===== config.mk =====
export PLATFORM = sky130hd
export DESIGN_NAME = ora_tc_controller
export DESIGN_NICKNAME = d
export VERILOG_FILES = /design/src/rtl/ora_tc_controller.sv
export SDC_FILE = /design/constraint.sdc
export NUM_CORES = 1
export LEC_CHECK = 0
export ABC_CLOCK_PERIOD_IN_PS = 3500
export BUFFER_PORTS_ARGS = -buffer_cell sky130_fd_sc_hd__clkbuf_2
export CAP_MARGIN = 40
export CORE_ASPECT_RATIO = 2
export CORE_MARGIN = 3
export CORE_UTILIZATION = 35
export CTS_CLUSTER_DIAMETER = 50
export DETAILED_ROUTE_END_ITERATION = 12
export PLACE_DENSITY = 0.59
export SYNTH_ARGS = -nofsm -noshare
export SYNTH_HDL_FRONTEND = slang
export SYNTH_SLANG_ARGS = --single-unit

===== constraint.sdc =====
create_clock -name clk -period 3.5 [get_ports clk]
set_input_delay 0.525 -clock clk [delete_from_list [all_inputs] [get_ports clk]]
set_output_delay 0.525 -clock clk [all_outputs]
set_load 0.02 [all_outputs]

===== src/rtl/ora_tc_controller.sv =====
// ora_tc_controller
// Session sequencer and transition-detect front end for the transition-count
// output response analyser. One session clears the downstream counter, steps
// the pattern generator N times, and converts each 0<->1 change on the CUT
// response into a counter increment. It then compares the settled count
// against the golden value latched at start.
module ora_tc_controller #(
   parameter int BITS      = 32,
   parameter int PCNT_BITS = 16
) (
   input  logic                 clk,
   input  logic                 rst,
   input  logic                 start,
   input  logic [PCNT_BITS-1:0] num_patterns,
   input  logic [BITS-1:0]      golden,
   input  logic                 cut_out,
   input  logic [BITS-1:0]      count,
   output logic                 cnt_clr,
   output logic                 cnt_inc,
   output logic                 tpg_en,
   output logic                 busy,
   output logic                 done,
   output logic                 pass
);

   typedef enum logic [2:0] {
      IDLE    = 3'd0,
      CLEAR   = 3'd1,
      RUN     = 3'd2,
      FLUSH   = 3'd3,
      COMPARE = 3'd4,
      DONE    = 3'd5
   } state_t;

   state_t               state_reg;
   logic                 prev_out_reg;
   logic [PCNT_BITS-1:0] pcnt_reg;
   logic [PCNT_BITS-1:0] n_reg;
   logic [BITS-1:0]      golden_reg;

   // Session FSM. Every output is registered and is written together with the
   // state it belongs to, so each output always lines up with state_reg.
   always_ff @(posedge clk) begin
      if (rst) begin
         state_reg    <= IDLE;
         cnt_clr      <= 1'b1;
         cnt_inc      <= 1'b0;
         tpg_en       <= 1'b0;
         busy         <= 1'b0;
         done         <= 1'b0;
         pass         <= 1'b0;
         prev_out_reg <= 1'b0;
         pcnt_reg     <= '0;
         n_reg        <= '0;
         golden_reg   <= '0;
      end else begin
         // A transition in a RUN cycle becomes an increment one cycle later.
         // The increment from the last RUN cycle lands during FLUSH.
         cnt_inc <= (state_reg == RUN) && (cut_out != prev_out_reg);

         // Defaults: the state-decoded strobes are low unless set below.
         cnt_clr <= 1'b0;
         tpg_en  <= 1'b0;
         done    <= 1'b0;
         busy    <= 1'b1;

         case (state_reg)
            IDLE: begin
               busy <= 1'b0;
               if (start) begin
                  state_reg  <= CLEAR;
                  n_reg      <= num_patterns;
                  golden_reg <= golden;
                  pass       <= 1'b0;
                  cnt_clr    <= 1'b1;
                  busy       <= 1'b1;
               end
            end

            CLEAR: begin
               prev_out_reg <= 1'b0;
               pcnt_reg     <= '0;
               if (n_reg != '0) begin
                  state_reg <= RUN;
                  tpg_en    <= 1'b1;
               end else begin
                  state_reg <= FLUSH;
               end
            end

            RUN: begin
               prev_out_reg <= cut_out;
               pcnt_reg     <= pcnt_reg + PCNT_BITS'(1);
               if (pcnt_reg == n_reg - PCNT_BITS'(1)) begin
                  state_reg <= FLUSH;
               end else begin
                  tpg_en <= 1'b1;
               end
            end

            FLUSH: begin
               state_reg <= COMPARE;
            end

            COMPARE: begin
               // The counter has absorbed every increment by now; the
               // comparison uses its wrapped value.
               pass      <= (count == golden_reg);
               state_reg <= DONE;
               done      <= 1'b1;
            end

            DONE: begin
               state_reg <= IDLE;
               busy      <= 1'b0;
            end

            default: begin
               state_reg <= IDLE;
               busy      <= 1'b0;
            end
         endcase
      end
   end

endmodule


==> results by group, run 1 <==
Floorplan
  – # rows: 53
  – Num ports: 90
  – Die X: 79.3 um
  – Initial Util: 35.9%
  – Die Ht: 153 um
  – DIE AREA: 12100 um2
  – Core area: 10500 um2

Clock network
  – Worst-path clk slew: 0.06 ns
  – Setup Buffers After CTS: 0
  – Worst skew pair latency: 0.33 ns
  – Cts-stage hold buffer count: 0
  – CTS Buf Count: 9
  – CTS tree: done
  – Clock Path Buffers: 2
  – Root buffer cell: clkbuf_16
  – Clk sinks: 74
  – Post-CTS resize count: 0
  – H-tree depth: 3

Outcome
  – Status: complete, no violations

Global routing
  – First-pass GRT wire length: 16800 um
  – Total gr overflow: 0
  – Initial antenna violation count: 0
  – Vias in the first global route: 3612
  – Largest net degree at the start of global routing: 50
  – GR Util All Layers: 17.8%

Finish
  – Fin nets: 638
  – N_diodes: 0
  – Multi-input gate area: 2130 um2
  – Final design utilization: 43.3%
  – Share of layout cells above drive strength 1: 21.7%
  – Max reg flops: 32
  – # fillers: 1148
  – Register cell area after layout: 1480 um2
  – Area growth syn-to-layout: 20.5%

Yosys
  – Yosys cell types: 47
  – Seq cells post-synth: 74
  – Share of the synthesized area in the top cell type: 39.4%
  – Average cell area after synthesis: 7.82 um2
  – Post-synth top flop: dfxtp_1
  – Post-synthesis async set-or-reset flop share: 0%
  – Post-synth EDFFs: 0
  – Post-Synthesis Cells: 481
  – Sequential area share after synthesis: 39.4%
  – Syn nets: 568
  – Top cells by area, synth: dfxtp_1 (39%), nand2_1 (11%), xnor2_1 (9.3%)
  – Most common cell in the netlist: nand2_1
  – Mapped cell area: 3760 um2
  – Ys Warns: 0
  – Top post-synthesis cells by count: nand2_1 (114), dfxtp_1 (74), a21oi_1 (58), xnor2_1 (40), clkbuf_1 (29)
  – Synth area leader: dfxtp_1

Setup path
  – Crit end category: flop
  – Setup Crit Path Kind: flop to flop
  – Startpoint types: flop
  – Crit path from: n_reg[0]$_SDFFE_PP0P_
  – Crit Path Max Fanout: 5
  – CP required: 3.72 ns
  – FF-to-FF Start: n_reg[0]$_SDFFE_PP0P_
  – Worst Path Arrival: 2.73 ns

Power and ir drop
  – Worst VDD drop: 0.338 mV
  – Pwr per Cell Area: 658 nW/um2
  – Leak pwr: 1.73 nW

STA
  – Peak Freq: 0.398 GHz
  – Unrepaired setup endpoints after global routing: false
  – Setup violations, final: 0
  – Final Hold Viols: 0
  – Tcrit/Tclk final: 71.8%
  – Worst slew pin tran: 0.888 ns
  – Fin. max-slew vios: 0
  – Final min period: 2.51 ns
  – Setup TNS: 0 ns
  – Slew headroom: 40.8%
  – Setup Skew: 0.00615 ns

Detailed routing
  – Via-per-instance ratio: 5.16
  – WL final: 10400 um
  – Drt first-iter violations: 185
  – Post-route ant nets: 0
  – DR vias: 3568
  – Wire per inst: 15.1 um
  – Post-route DRC: 0
  – Router iterations before antenna repair: 4

Worst hold path
  – Hold WC Path Type: primary input to flop
  – Critical hold path startpoint: num_patterns[7]

Place
  – HPWL after DPL: 7900 um
  – RePlAce Congestion: 0.877
  – IO buf count: 89

Flow run
  – Max_cap viols: 0
[path summary, 6_finish.rpt]
kind	cells past startpoint	endpoint	slack [ns]
setup / recovery	8	tpg_en$_SDFF_PP0_	0.99
hold / removal	3	n_reg[7]$_SDFFE_PP0P_	0.41
setup reg to reg	8	tpg_en$_SDFF_PP0_	0.99
hold reg to reg	2	pass$_SDFFE_PP0P_	0.46
[layout by cell type, fill, tap and decap left out, drive strengths merged, types with 7 or more instances in the layout]
cell and n:
nor2 27, xor2 12, a21oi 59, clkbuf 100, nand4 16, o21ai 7
nor4 9, nand2 114, nand3 14, nor3 8, xnor2 40, dfxtp 74
[cell type report]
class | count | area share [%]
clock buffers | 11 | 5.36
well taps | 137 | 3.78
inverters | 5 | 0.414
flip-flops and latches | 74 | 32.7
clock inverters | 3 | 0.387
multi-input cells | 369 | 47.0
repair buffers | 92 | 10.3
[metrics by stage]
stage | setup WS, ns | instance area (um2) | std cells | power, W | hold WS, ns
2_1_floorplan | 1.22 | 3760 | 481 | 0.00193 | 0.448
3_3_place_gp | 1.09 | 4270 | 677 | 0.00217 | 0.450
3_5_place_dp | 0.995 | 4270 | 677 | 0.00219 | 0.457
4_1_cts | 0.974 | 4530 | 691 | 0.00302 | 0.404
5_1_grt | 0.836 | 4530 | 691 | 0.00318 | 0.411
6_report | 0.987 | 4530 | 691 | 0.00298 | 0.413
[routing by layer]
metal / up-vias / global-route usage (%) / wire length [um]
met1: 1655 / 16.4 / 3520
met2: 100 / 33.2 / 5800
met5: - / 0 / 0
met3: 31 / 4.08 / 511
met4: 0 / 12.0 / 578
li1: 1782 / - / -
[power by group]
| part | total, W | internal, W | leakage, nW | switching [W] |
|---|---|---|---|---|
| Clock | 0.000816 | 0.000488 | 0.127 | 0.000328 |
| Combinational | 0.00101 | 0.000418 | 0.993 | 0.000589 |
| Sequential | 0.00116 | 0.000993 | 0.604 | 0.000166 |
| Total | 0.00298 | 0.00190 | 1.73 | 0.00108 |
[logic make-up (layout without fill, tap and decap cells)]
family / count (synthesis) / after routing / synth area share (%)
AO/OA/AOI/OAI: 90 / 90 / 13.8
XOR/XNOR: 52 / 52 / 12.1
adder cells (fa/ha/maj): 3 / 3 / 0.998
buffers and inverters: 38 / 111 / 4.09
flip-flops: 74 / 74 / 39.4
multiplexers: 6 / 6 / 1.76
AND/OR/NAND/NOR: 218 / 218 / 27.8
[critical path: stages (launching register included)]
cell,delay [ns]
dfxtp_1,0.35
inv_1,0.10
ha_1,0.23
nor3b_1,0.58
a31oi_1,0.09
a311o_1,0.29
a211oi_1,0.28
nand4_1,0.17
o31a_1,0.31
No activity file was read; power rests on OpenSTA's default activity.
==> inputs of run 2 (changes only) <==
--- a/config.mk
+++ b/config.mk
@@ -5,7 +5,8 @@
 export SDC_FILE = /design/constraint.sdc
 export NUM_CORES = 1
 export LEC_CHECK = 0
-export ABC_CLOCK_PERIOD_IN_PS = 3500
+export ABC_AREA = 1
+export ABC_CLOCK_PERIOD_IN_PS = 2100
 export BUFFER_PORTS_ARGS = -buffer_cell sky130_fd_sc_hd__clkbuf_2
 export CAP_MARGIN = 40
 export CORE_ASPECT_RATIO = 2
@@ -13,7 +14,7 @@
 export CORE_UTILIZATION = 35
 export CTS_CLUSTER_DIAMETER = 50
 export DETAILED_ROUTE_END_ITERATION = 12
-export PLACE_DENSITY = 0.59
+export PLACE_DENSITY = 0.61
 export SYNTH_ARGS = -nofsm -noshare
 export SYNTH_HDL_FRONTEND = slang
 export SYNTH_SLANG_ARGS = --single-unit
==> constraint.sdc (replaced) <==
create_clock -name clk -period 2.1 [get_ports clk]
set_input_delay 0.315 -clock clk [delete_from_list [all_inputs] [get_ports clk]]
set_output_delay 0.315 -clock clk [all_outputs]
set_load 0.02 [all_outputs]
==> run 2 against run 1 <==
Net effect: sequential cell count unchanged; worst setup slack worse by 0.73 ns; sequential share of layout area down 2.3 points; synthesized cell count grew 15%; die area increased by 4.5%; global-route usage about the same; power up 93%; area after synthesis rose by 4.8%; critical endpoint is now pcnt_reg[12]$_SDFFE_PP0P_.
==> results by group, run 2 <==
Clock network
  – Post-CTS resize count: 0
  – Cts-stage hold buffer count: 0
  – Setup Buffers After CTS: 0
  – Root buffer cell: clkbuf_16
  – CTS tree: done
  – Clock Path Buffers: 2
  – Clk sinks: 74
  – Worst-path clk slew: 0.06 ns
  – H-tree depth: 3
  – CTS Buf Count: 9
  – Worst skew pair latency: 0.33 ns

Detailed routing
  – WL final: 10800 um
  – Post-route ant nets: 0
  – Via-per-instance ratio: 4.94
  – DR vias: 3874
  – Wire per inst: 13.8 um
  – Router iterations before antenna repair: 4
  – Post-route DRC: 0
  – Drt first-iter violations: 140

Setup path
  – CP required: 2.36 ns
  – Startpoint types: flop
  – Slowest cell on the critical path: dfxtp_1
  – Crit end category: flop
  – Crit-path cells: ha_1 > nand3_2 > nor2_2 > nand2_2 > nor3_4 > nand3_2 > nor2_4 > nand2_1 > nand2_1 > nand3_1 > a21oi_1
  – Setup Crit Path Kind: flop to flop
  – Crit Path Max Fanout: 7
  – Crit path largest cell delay: 0.44 ns
  – Worst Path Arrival: 2.10 ns

Flow run
  – Max_cap viols: 0

Floorplan
  – DIE AREA: 12600 um2
  – Core area: 10900 um2
  – Num ports: 90
  – Die X: 81.0 um
  – Initial Util: 36.0%
  – # rows: 54
  – Die Ht: 156 um

STA
  – Tcrit/Tclk final: 87.7%
  – Fin. max-slew vios: 0
  – Hold slack: 0.213 ns
  – Final Hold Viols: 0
  – Setup Skew: 0.00753 ns
  – Setup violations, final: 0
  – Peak Freq: 0.543 GHz
  – Unrepaired setup endpoints after global routing: false
  – Setup TNS: 0 ns
  – Slew headroom: 65.8%
  – Worst slew pin tran: 0.509 ns
  – Final min period: 1.84 ns

Place
  – HPWL after DPL: 8410 um
  – RePlAce Congestion: 0.887
  – IO buf count: 89

Yosys
  – Synth area leader: dfxtp_1
  – Average cell area after synthesis: 7.14 um2
  – Syn nets: 639
  – Top cells by area, synth: dfxtp_1 (38%), nand2_1 (11%), a21oi_1 (8.0%)
  – Seq cells post-synth: 74
  – Mapped cell area: 3940 um2
  – Most common cell in the netlist: nand2_1
  – Ys Warns: 0
  – Post-synth EDFFs: 0
  – Post-synth top flop: dfxtp_1
  – Top post-synthesis cells by count: nand2_1 (112), dfxtp_1 (74), a21oi_1 (63), inv_1 (54), o21ai_0 (45)
  – Post-Synthesis Cells: 552
  – Yosys cell types: 41
  – Sequential area share after synthesis: 37.6%
  – Post-synthesis async set-or-reset flop share: 0%
  – Share of the synthesized area in the top cell type: 37.6%

Global routing
  – M1 GR Usage: 18.6%
  – Largest net degree at the start of global routing: 62
  – GR peak layer: met2
  – First-pass GRT wire length: 17500 um
  – Total gr overflow: 0
  – Vias in the first global route: 3723
  – GR Util All Layers: 17.8%
  – Global routing usage on met2: 33.0%
  – Initial antenna violation count: 0
  – Met3 usage: 2.95%

Finish
  – Register cell area after layout: 1480 um2
  – N_diodes: 0
  – Fin nets: 726
  – Most frequent cells in the layout: nand2_1 (111), clkbuf_2 (89), dfxtp_1 (74)
  – Area growth syn-to-layout: 23.8%
  – # fillers: 1164
  – Max reg flops: 32
  – Share of layout cells above drive strength 1: 22.5%
  – Commonest non-fill, non-tap cell in the layout: nand2_1
  – Multi-input gate area: 2160 um2

Power and ir drop
  – Pwr per Cell Area: 1180 nW/um2
  – Final Total Pwr: 0.00576 W
  – Leak pwr: 2.12 nW
  – Worst VDD drop: 0.700 mV

Outcome
  – Status: complete, no violations

Worst hold path
  – Hold WC Path Type: primary input to flop
-- run 2: worst max-delay path, delay by kind of cell (launching register included) --
kind            cells  cell delay, ns
fa+ha+maj           1            0.25
simple gates        9            0.91
compound gates      1            0.15
flops               1            0.44
-- run 2: worst paths after layout --
path                                from                          end  slack [ns]  cells after the start
max             pcnt_reg[0]$_SDFFE_PP0P_    pcnt_reg[12]$_SDFFE_PP0P_        0.26                     11
min                              cut_out           cnt_inc$_SDFF_PP0_        0.21                      2
max reg2reg     pcnt_reg[0]$_SDFFE_PP0P_    pcnt_reg[12]$_SDFFE_PP0P_        0.26                     11
min reg2reg  golden_reg[27]$_SDFFE_PP0P_  golden_reg[27]$_SDFFE_PP0P_        0.47                      2
-- run 2: area by class of cell --
| class | instances | area share [%] |
|---|---|---|
| clock inverters | 7 | 1.92 |
| repair buffers | 97 | 10.9 |
| multi-input cells | 401 | 44.3 |
| clock buffers | 9 | 4.62 |
| flip-flops and latches | 74 | 30.4 |
| inverters | 56 | 4.31 |
| well taps | 140 | 3.59 |
-- run 2: where the power goes --
part	switching [W]	leakage, nW	total (W)	internal [W]
Sequential	0.000210	0.607	0.00190	0.00169
Clock	0.000595	0.151	0.00163	0.00104
Combinational	0.00144	1.36	0.00223	0.000784
-- run 2: logic make-up after synthesis --
family	Yosys count	share of synthesized area, %
xor+xnor	27	6.00
flops	74	37.6
buf+inv	77	7.56
compound gates	135	19.1
fa+ha+maj	3	0.953
simple gates	236	28.7
-- run 2: layer usage --
layer	wire length, um	part of all wire, %
met1	3980	37
met5	0	0
met3	340	3.1
met4	395	3.7
met2	6100	56
-- run 2: per-stage QoR --
step	cells	setup slack, ns	utilization (%)	instance area, um2
2_1_floorplan	552	0.462	-	3940
3_3_place_gp	768	0.394	41.7	4560
3_5_place_dp	768	0.332	41.7	4560
4_1_cts	784	0.286	44.6	4880
5_1_grt	784	0.0746	44.6	4880
6_report	784	0.259	44.6	4880
